--- src/rtl/decoder.sv ---
// MIPS instruction decoder: combinational ALU/mul-div control from IR, plus a
// sticky flag recording that an unrecognised instruction was ever sampled.
module decoder (
    input  logic        clk,
    input  logic        reset,
    input  logic [31:0] IR,
    output logic [3:0]  ALUctr,
    output logic [1:0]  MDWrite,
    output logic [2:0]  MDcal,
    output logic        start,
    output logic        ri,
    output logic        ri_seen
);

    localparam logic [3:0] ALU_ADD        = 4'd0;
    localparam logic [3:0] ALU_SUB        = 4'd1;
    localparam logic [3:0] ALU_AND        = 4'd2;
    localparam logic [3:0] ALU_OR         = 4'd3;
    localparam logic [3:0] ALU_XOR        = 4'd4;
    localparam logic [3:0] ALU_NOR        = 4'd5;
    localparam logic [3:0] ALU_LEFT       = 4'd6;
    localparam logic [3:0] ALU_SIGN_RIGHT = 4'd7;
    localparam logic [3:0] ALU_ZERO_RIGHT = 4'd8;
    localparam logic [3:0] ALU_SIGN_LESS  = 4'd9;
    localparam logic [3:0] ALU_ZERO_LESS  = 4'd10;

    localparam logic [1:0] MDW_NONE = 2'd0;
    localparam logic [1:0] MDW_WHI  = 2'd1;
    localparam logic [1:0] MDW_WLO  = 2'd2;

    localparam logic [2:0] MDC_NONE       = 3'd0;
    localparam logic [2:0] MDC_MULTS      = 3'd1;
    localparam logic [2:0] MDC_SIGN_MULTS = 3'd2;
    localparam logic [2:0] MDC_DIVS       = 3'd3;
    localparam logic [2:0] MDC_SIGN_DIVS  = 3'd4;

    logic [5:0] w_op;
    logic [5:0] w_funct;
    logic [3:0] w_alu;
    logic [1:0] w_mdw;
    logic [2:0] w_mdc;
    logic       w_ri;
    logic       r_ri_seen;

    assign w_op    = IR[31:26];
    assign w_funct = IR[5:0];

    // Anything not matched below stays at the illegal-instruction defaults.
    always_comb begin
        w_alu = ALU_ADD;
        w_mdw = MDW_NONE;
        w_mdc = MDC_NONE;
        w_ri  = 1'b1;
        if (w_op == 6'b000000) begin
            w_ri = 1'b0;
            case (w_funct)
                6'b100000, 6'b100001: w_alu = ALU_ADD;
                6'b100010, 6'b100011: w_alu = ALU_SUB;
                6'b100100:            w_alu = ALU_AND;
                6'b100101:            w_alu = ALU_OR;
                6'b100110:            w_alu = ALU_XOR;
                6'b100111:            w_alu = ALU_NOR;
                6'b101010:            w_alu = ALU_SIGN_LESS;
                6'b101011:            w_alu = ALU_ZERO_LESS;
                6'b000000, 6'b000100: w_alu = ALU_LEFT;
                6'b000010, 6'b000110: w_alu = ALU_ZERO_RIGHT;
                6'b000011, 6'b000111: w_alu = ALU_SIGN_RIGHT;
                6'b011000:            w_mdc = MDC_SIGN_MULTS;
                6'b011001:            w_mdc = MDC_MULTS;
                6'b011010:            w_mdc = MDC_SIGN_DIVS;
                6'b011011:            w_mdc = MDC_DIVS;
                6'b010001:            w_mdw = MDW_WHI;
                6'b010011:            w_mdw = MDW_WLO;
                6'b010000, 6'b010010,
                6'b001000, 6'b001001: w_alu = ALU_ADD;
                default:              w_ri  = 1'b1;
            endcase
        end else begin
            w_ri = 1'b0;
            case (w_op)
                6'b001000, 6'b001001: w_alu = ALU_ADD;
                6'b001010:            w_alu = ALU_SIGN_LESS;
                6'b001011:            w_alu = ALU_ZERO_LESS;
                6'b001100:            w_alu = ALU_AND;
                6'b001101, 6'b001111: w_alu = ALU_OR;
                6'b001110:            w_alu = ALU_XOR;
                6'b100000, 6'b100001, 6'b100011,
                6'b100100, 6'b100101: w_alu = ALU_ADD;
                6'b101000, 6'b101001, 6'b101011: w_alu = ALU_ADD;
                6'b000100, 6'b000101: w_alu = ALU_SUB;
                6'b000010, 6'b000011: w_alu = ALU_ADD;
                default:              w_ri  = 1'b1;
            endcase
        end
    end

    always_ff @(posedge clk or posedge reset) begin
        if (reset)
            r_ri_seen <= 1'b0;
        else
            r_ri_seen <= r_ri_seen | w_ri;
    end

    assign ALUctr  = w_alu;
    assign MDWrite = w_mdw;
    assign MDcal   = w_mdc;
    assign start   = (w_mdc != MDC_NONE);
    assign ri      = w_ri;
    assign ri_seen = r_ri_seen;

endmodule

--- config.mk ---
export PLATFORM = sky130hd
export DESIGN_NAME = decoder
export DESIGN_NICKNAME = d
export VERILOG_FILES = /design/src/rtl/decoder.sv
export SDC_FILE = /design/constraint.sdc
export NUM_CORES = 1
export LEC_CHECK = 0
export CAP_MARGIN = 20
export CORE_AREA = 2 2 41 43
export DETAILED_ROUTE_END_ITERATION = 7
export DIE_AREA = 0 0 43 45
export HOLD_SLACK_MARGIN = 0.06
export PLACE_DENSITY = 0.81
export REMOVE_ABC_BUFFERS = 1
export SLEW_MARGIN = 20
export SYNTH_ARGS = -nofsm -noshare
export SYNTH_HDL_FRONTEND = slang
export SYNTH_SLANG_ARGS = --single-unit
--- constraint.sdc ---
create_clock -name clk -period 3.6 [get_ports clk]
set_clock_uncertainty 0.15 [all_clocks]
set_input_delay 0.72 -clock clk [delete_from_list [all_inputs] [get_ports clk]]
set_output_delay 0.72 -clock clk [all_outputs]
set_load 0.02 [all_outputs]
==> results of run 1 <==
==> logic make-up (layout without fill, tap and decap cells) <==
kind of cell | after synthesis | count (layout)
AND/OR/NAND/NOR | 32 | 32
multiplexers | 1 | 1
AO/OA/AOI/OAI | 21 | 21
flip-flops | 1 | 1
XOR/XNOR | 2 | 2
buffers and inverters | 9 | 46
==> synthesized netlist by cell type, types with 2 or more instances <==
library cell  instances
nor3_1                3
a21oi_1               4
o22ai_1               4
nand3_1               2
clkbuf_1              3
nand2_1               6
inv_1                 5
nand2b_1              2
nor2_1               10
xor2_1                2
or4_4                 2
==> metal layers <==
metal / wire, µm / up-vias / share of wire (%)
li1: - / 326 / -
met1: 650 / 289 / 46
met2: 703 / 13 / 50
met3: 54 / 0 / 3.8
met4: 0 / 0 / 0
met5: 0 / - / 0
==> what timing repair did <==
action                                  in CTS  in global routing
resized for setup                           26                 13
setup buffers                                0                  0
endpoints found under the setup margin      11                  8
==> worst min-delay path by stage <==
| stage | start | endpoint | slack (ns) | depth (start not counted) |
|---|---|---|---|---|
| 2_1_floorplan | reset | ri_seen$_DFF_PP0_ | 0.30 | 1 |
| 3_3_place_gp | ri_seen$_DFF_PP0_ | ri_seen$_DFF_PP0_ | 0.31 | 1 |
| 3_5_place_dp | ri_seen$_DFF_PP0_ | ri_seen$_DFF_PP0_ | 0.31 | 1 |
| 4_1_cts | ri_seen$_DFF_PP0_ | ri_seen$_DFF_PP0_ | 0.32 | 1 |
| 5_1_grt | ri_seen$_DFF_PP0_ | ri_seen$_DFF_PP0_ | 0.35 | 1 |
| 6_report | ri_seen$_DFF_PP0_ | ri_seen$_DFF_PP0_ | 0.32 | 1 |
==> report_power, final <==
part	switching [mW]	leakage, nW	internal [mW]
Sequential	0	0.00875	0.0114
Clock	0	0	0
Combinational	0.0330	0.345	0.0377
Total	0.0330	0.353	0.0491
==> final cells by class <==
type | instances | area, µm² | share of cell area, %
inverters | 5 | 18.8 | 2.43
multi-input cells | 56 | 377 | 48.8
flip-flops and latches | 1 | 25.0 | 3.24
well taps | 16 | 20.0 | 2.59
repair buffers | 41 | 332 | 42.9
==> through the flow <==
step / util (%) / setup slack [ns]
floorplan: - / 0.376
global placement: 53.7 / -0.396
detailed placement: 53.7 / -0.454
CTS: 52.6 / 0.00549
global route: 52.5 / -0.0108
finish: 52.5 / 0.0645
==> out/metrics.yaml, run 1 <==
route:
  ant_nets: 0
  first_pass_iters: 4
  initialDrtViolationCount: 6
  vias: 628
  viasPerCell: 5.28
  drc_errors: 0
  wirelength_um: 1410
  wl_per_cell_um: 11.8
clock_network:
  clock_latency_ns: 0
  path_clk_slew_ns: 0
  hold_buffers: 0
final_layout:
  final_nets: 139
  finalNonFillerCells: 119
  area.growth.synth_to_final_pct: 86.4
  final_common_cell: "buf_4"
  final_cell_mix: "buf_4, clkdlybuf4s50_1, nor2_1"
  largest_reg_flops: 1
  drive_above_1_share_pct: 30.1
  antennaDiodeCount: 0
  fill_cells: 149
  fin_area_um2: 772
placed_design:
  port_buffers: 25
  placedCellCount: 119
  gp_congestion: 0.838
  place_area_um2: 790
  dp_hpwl_um: 1140
timing:
  tightest_slew_ns: 0.247
  setup_viol: 0
  min_period_over_period_pct: 98.2
  hold_viol: 0
  grt_setup_unrepaired: "true"
  min_period_ns: 3.54
  max_freq_ghz: 0.283
  finalSetupTns_ns: 0
  hold_ws_ns: 0.320
  slew_viol_final: 0
  timing.slew.headroom_pct: 83.3
synthesis:
  syn_area_um2: 414
  synthFlopType: "dfrtp_1"
  synth_fa_ha_area_share_pct: 0
  yosys_warnings: 0
  synth-xor-area-share_pct: 4.23
  ys_seq_area_share_pct: 6.04
  ys_ff_latch: 1
  yosysTopAreaCell: "nor2_1"
  synth_area_leaders: "nor2_1, dfrtp_1, o22ai_1, nand2_1, or4_4"
  synth_top_area_share_pct: 9.06
  avgSynthCellArea_um2: 6.27
  synth_mux_area_share_pct: 2.42
  synth_top_family_by_area: "simple AND/OR/NAND/NOR gates"
  synth-compound-area-share_pct: 36.9
  async_reset_ff_share_pct: 100
  syn_inst: 66
  synth_edf_count: 0
  yosys.area_share.simple_pct: 42.3
  yosysUniqueCellTypes: 34
worst_setup_path:
  critPathMaxStageDelay_ns: 0.58
  cp-end-kind: "output pin"
  reg2reg_depth: 1
  r2r_end: "ri_seen$_DFF_PP0_"
  crit_chain: "clkdlybuf4s50_1 -> or4_4 -> or4_4 -> o22ai_1 -> buf_2"
  cp.arrival_ns: 2.67
  reg2reg_from: "ri_seen$_DFF_PP0_"
  critPathMostFrequentCell: "or4_4"
  r2r_setup_slack_ns: 2.81
  cp.required_ns: 2.73
  startpoint_type: "input pin"
  critPathCapture: "ALUctr[1]"
  cp-startpoint: "IR[27]"
  critPathMaxFanout: 4
  critPathTopFamily: "simple AND/OR/NAND/NOR gates"
  crit_slowest_cell: "or4_4"
  worstSetupPathType: "input pin to output pin"
  worst-path-stages: 5
  path_buf_inv: 2
floorplan:
  io_pins: 46
  core_um2: 1470
  die_area_um2: 1940
  fp.dieW_um: 43
  die_height_um: 45
  initial_utilization_pct: 28.1
  rows: 14
pwr:
  p_per_area_nw_per_um2: 106
  peakVddDrop_v: 0.0000773
  leakage_nw: 0.353
  power_mw: 0.0821
grt:
  grt_pass1_vias: 605
  met2_usage_pct: 29.7
  grt_use_met1_pct: 20.8
  gr-max-usage-layer: "met2"
  grt_util_met3_pct: 0.800
  grt_pass1_wl_um: 2500
  grt_start_max_net_pins: 12
  grt_usage_pct: 15.8
  antenna_found_initial: 0
  grt_remaining_overflow: 0
outcome:
  status: "finished, final reports clean"
min_path:
  min_path_type: "flip-flop to flip-flop"
run:
  cap_violations: 0
Power figures use the tool's default switching activity.
==> inputs of run 2 (changes only) <==
--- a/config.mk
+++ b/config.mk
@@ -8,4 +8,5 @@
 export CAP_MARGIN = 20
 export CORE_AREA = 2 2 41 43
+export CTS_BUF_LIST = sky130_fd_sc_hd__clkbuf_2
 export DETAILED_ROUTE_END_ITERATION = 7
 export DIE_AREA = 0 0 43 45
--- a/constraint.sdc
+++ b/constraint.sdc
@@ -3,3 +3,3 @@
 set_input_delay 0.72 -clock clk [delete_from_list [all_inputs] [get_ports clk]]
 set_output_delay 0.72 -clock clk [all_outputs]
-set_load 0.02 [all_outputs]
+set_load 0.01 [all_outputs]
==> run 2 against run 1 <==
Die area is the same. Critical endpoint is now ALUctr[3]. Sequential share of layout area barely moved. Via count down 1.9%. Flip-flop and latch count stayed put. Core utilization rose by 0.77 points. Global-route usage up 0.084 points. Critical path type unchanged. Final cell count shrank 0.84%. Routed wire length is 3.1% higher.
==> out/metrics.yaml, run 2 (synthesized netlist as in run 1, its figures left out) <==
outcome:
  status: "finished, final reports clean"
clock_network:
  hold_buffers: 0
  clock_latency_ns: 0
  path_clk_slew_ns: 0
  post_cts_buffers: 0
placed_design:
  placedCellCount: 118
  dp_hpwl_um: 1130
  port_buffers: 25
  gp_congestion: 0.842
pwr:
  peakVddDrop_v: 0.0000762
  p_per_area_nw_per_um2: 104
  leakage_nw: 0.364
  power_mw: 0.0813
floorplan:
  die_height_um: 45
  fp.dieW_um: 43
  die_area_um2: 1940
  initial_utilization_pct: 28.1
  core_um2: 1470
  io_pins: 46
  rows: 14
timing:
  finalSetupTns_ns: 0
  hold_ws_ns: 0.331
  hold_viol: 0
  timing.slew.headroom_pct: 82.3
  grt_setup_unrepaired: "false"
  min_period_over_period_pct: 96.7
  setup_viol: 0
  max_freq_ghz: 0.287
  tightest_slew_ns: 0.262
  min_period_ns: 3.48
  slew_viol_final: 0
grt:
  grt_pass1_vias: 578
  grt_pass1_wl_um: 2490
  grt_start_max_net_pins: 12
  grt_remaining_overflow: 0
  antenna_found_initial: 0
  grt_usage_pct: 15.9
worst_setup_path:
  cp.arrival_ns: 2.61
  r2r_setup_slack_ns: 2.79
  worstSetupPathType: "input pin to output pin"
  crit_chain: "clkdlybuf4s50_1 -> or4_4 -> or4_4 -> o22ai_1 -> clkbuf_2"
  critPathMostFrequentCell: "or4_4"
  critPathMaxStageDelay_ns: 0.58
  crit_slowest_cell: "or4_4"
  startpoint_type: "input pin"
  critPathMaxFanout: 4
  cp.required_ns: 2.73
  path_buf_inv: 2
  critPathTopFamily: "simple AND/OR/NAND/NOR gates"
  cp-end-kind: "output pin"
route:
  drc_errors: 0
  wl_per_cell_um: 12.3
  initialDrtViolationCount: 7
  wirelength_um: 1450
  first_pass_iters: 3
  vias: 616
  viasPerCell: 5.22
  ant_nets: 0
final_layout:
  finalNonFillerCells: 118
  area.growth.synth_to_final_pct: 89.1
  final_util_pct: 53.2
  fill_cells: 150
  final_nets: 138
  final_cell_mix: "buf_4, clkdlybuf4s50_1, nor2_1"
  largest_reg_flops: 1
  final_common_cell: "buf_4"
  antennaDiodeCount: 0
  drive_above_1_share_pct: 27.5
run:
  cap_violations: 0
min_path:
  min_path_type: "flip-flop to flip-flop"
[run 2: changes by cell type in the layout (fill, tap and decap cells not counted), sizes merged]
cell and change:
dlygate4sd2 +4, buf -3, clkbuf -2
[run 2: layout make-up]
cell class              instances  area [µm²]  area share [%]
repair buffers                 40         334            42.7
flip-flops and latches          1        25.0            3.19
multi-input cells              56         385            49.2
inverters                       5        18.8            2.40
well taps                      16        20.0            2.56
[run 2: worst paths after layout]
path | start | to | cells after the start
min in group asynchronous | reset | ri_seen$_DFF_PP0_ | 2
setup / recovery | IR[28] | ALUctr[3] | 5
max in group asynchronous | reset | ri_seen$_DFF_PP0_ | 2
hold reg to reg | ri_seen$_DFF_PP0_ | ri_seen$_DFF_PP0_ | 1
hold / removal | ri_seen$_DFF_PP0_ | ri_seen$_DFF_PP0_ | 1
setup reg to reg | ri_seen$_DFF_PP0_ | ri_seen$_DFF_PP0_ | 1
[run 2: through the flow]
step / area (µm²) / setup slack [ns]
floorplan: 399 / 0.651
global placement: 782 / -0.331
detailed placement: 782 / -0.337
CTS: 798 / 0.0134
global route: 783 / 0.0317
finish: 783 / 0.118
[run 2: where the power goes]
group / leakage (nW) / total (mW) / internal, mW / switching, mW
clock network: 0 / 0 / 0 / 0
logic: 0.355 / 0.0698 / 0.0375 / 0.0323
registers: 0.00875 / 0.0114 / 0.0114 / 0
total: 0.364 / 0.0813 / 0.0490 / 0.0323
[run 2: timing repair]
| item | CTS | global route |
|---|---|---|
| setup endpoints to repair | 11 | 4 |
| resized for setup | 20 | 6 |
| pin swaps | 1 | 1 |
[run 2: metal layers]
metal / part of all wire (%) / wire length (µm) / track usage (%) / vias up
li1: - / - / - / 322
met1: 47 / 685 / 21.3 / 279
met2: 49 / 705 / 29.1 / 15
met3: 4.1 / 60 / 1.20 / 0
met4: 0 / 0 / 1.82 / 0
met5: 0 / 0 / 0 / -
==> inputs of run 3 (changes only) <==
clock period = 4.15 ns   (was 3.6 ns; I/O delays follow)
==> run 3 against run 2 <==
Core utilization fell by 1.2 points. Final area fell by 2.2%. Combinational power fell by 19%. Hold slack got worse by 0.0065 ns. Total power fell by 18%. Sequential power fell by 13%. Routed wire length fell by 6.3%. Worst setup slack got worse by 0.047 ns.
==> out/metrics.yaml, run 3 (synthesized netlist as in run 1, its figures left out) <==
timing:
  finalSetupTns_ns: 0
  max_freq_ghz: 0.245
  timing.slew.headroom_pct: 82.6
  min_period_over_period_pct: 98.3
  grt_setup_unrepaired: "false"
  finalWorstSetupSlack_ns: 0.0708
  slew_viol_final: 0
  hold_viol: 0
  min_period_ns: 4.08
  tightest_slew_ns: 0.261
  setup_viol: 0
min_path:
  hp-start: "ri_seen$_DFF_PP0_"
  hold_path_end: "ri_seen$_DFF_PP0_"
  min_path_type: "flip-flop to flip-flop"
  hold_depth: 1
floorplan:
  fp.dieW_um: 43
  core_um2: 1470
  io_pins: 46
  die_area_um2: 1940
  initial_utilization_pct: 28.1
  die_height_um: 45
  rows: 14
clock_network:
  clock_latency_ns: 0
  post_cts_buffers: 0
  hold_buffers: 0
  path_clk_slew_ns: 0
grt:
  grt_util_met3_pct: 0
  gr-max-usage-layer: "met2"
  met2_usage_pct: 29.1
  grt_usage_pct: 14.8
  grt_start_max_net_pins: 12
  grt_pass1_vias: 578
  grt_use_met1_pct: 19.6
  grt_pass1_wl_um: 2370
  grt_remaining_overflow: 0
  antenna_found_initial: 0
worst_setup_path:
  critPathMaxFanout: 4
  critPathMaxStageDelay_ns: 0.57
  reg2reg_depth: 1
  reg2reg_from: "ri_seen$_DFF_PP0_"
  crit_slowest_cell: "or4_4"
  r2r_end: "ri_seen$_DFF_PP0_"
  crit_chain: "clkdlybuf4s50_1 -> or4_4 -> or4_4 -> o22ai_1 -> clkdlybuf4s50_1"
  r2r_setup_slack_ns: 3.35
  cp-end-kind: "output pin"
  critPathTopFamily: "simple AND/OR/NAND/NOR gates"
  cp.arrival_ns: 3.10
  path_buf_inv: 2
  startpoint_type: "input pin"
  cp.required_ns: 3.17
  worstSetupPathType: "input pin to output pin"
final_layout:
  largest_reg_flops: 1
  fill_cells: 156
  final_common_cell: "clkdlybuf4s50_1"
  final_nets: 134
  antennaDiodeCount: 0
  final_cell_mix: "clkdlybuf4s50_1, buf_4, nor2_1"
  area.growth.synth_to_final_pct: 84.9
  final_util_pct: 52.0
  drive_above_1_share_pct: 17.3
placed_design:
  pre_cts_ws_ns: 0.0111
  gp_congestion: 0.798
  port_buffers: 25
  dp_hpwl_um: 1110
route:
  viasPerCell: 5.37
  initialDrtViolationCount: 10
  vias: 612
  wl_per_cell_um: 11.9
  drc_errors: 0
  wirelength_um: 1360
  ant_nets: 0
  first_pass_iters: 4
pwr:
  leakage_nw: 0.353
  p_per_area_nw_per_um2: 86.5
  peakVddDrop_v: 0.0000675
outcome:
  status: "finished, final reports clean"
run:
  cap_violations: 0
[run 3: cell count changes in the layout (fill, tap and decap cells not counted), moves of 3 or more]
cell	before	now
clkdlybuf4s50_1	14	22
dlygate4sd2_1	7	0
dlymetal6s2s_1	0	3
buf_4	15	11
[run 3: area by class of cell]
class | count | area, µm² | area share (%)
well taps | 16 | 20.0 | 2.61
repair buffers | 36 | 340 | 44.4
multi-input cells | 56 | 362 | 47.2
inverters | 5 | 18.8 | 2.45
flip-flops and latches | 1 | 25.0 | 3.27
[run 3: how the worst max path moves through the flow]
stage | slack (ns) | endpoint | depth (start not counted) | from
after floorplan | 0.98 | MDcal[2] | 4 | IR[27]
after global placement | 0.04 | ALUctr[0] | 5 | IR[27]
after detailed placement | 0.01 | MDcal[2] | 7 | IR[27]
after CTS | 0.005 | MDcal[2] | 7 | IR[27]
after global routing | 0.007 | ALUctr[2] | 5 | IR[27]
final | 0.07 | ALUctr[3] | 5 | IR[27]
[run 3: metal layers]
metal	up-vias	share of wire, %
met5	-	0
met4	0	0
met3	0	4.0
met2	15	49
met1	278	47
li1	319	-
[run 3: where the power goes]
group	total, mW	switching, mW	internal (mW)
Clock	0	0	0
Combinational	0.0563	0.0255	0.0308
Sequential	0.00993	0	0.00993
[run 3: timing repair]
action / CTS / global route
resized for setup: 0 / 4
endpoints found under the setup margin: 0 / 4
endpoints found under the hold margin: 0 / 0
[run 3: metrics by stage]
| stage | std cells | hold slack [ns] | instance area, µm² | total power [mW] |
|---|---|---|---|---|
| final | 114 | 0.325 | 766 | 0.0663 |
| after global routing | 114 | 0.361 | 766 | 0.0719 |
| after CTS | 114 | 0.335 | 752 | 0.0661 |
| after detailed placement | 114 | 0.327 | 752 | 0.0657 |
| after global placement | 114 | 0.306 | 752 | 0.0643 |
| after floorplan | 62 | 0.358 | 399 | 0.0301 |
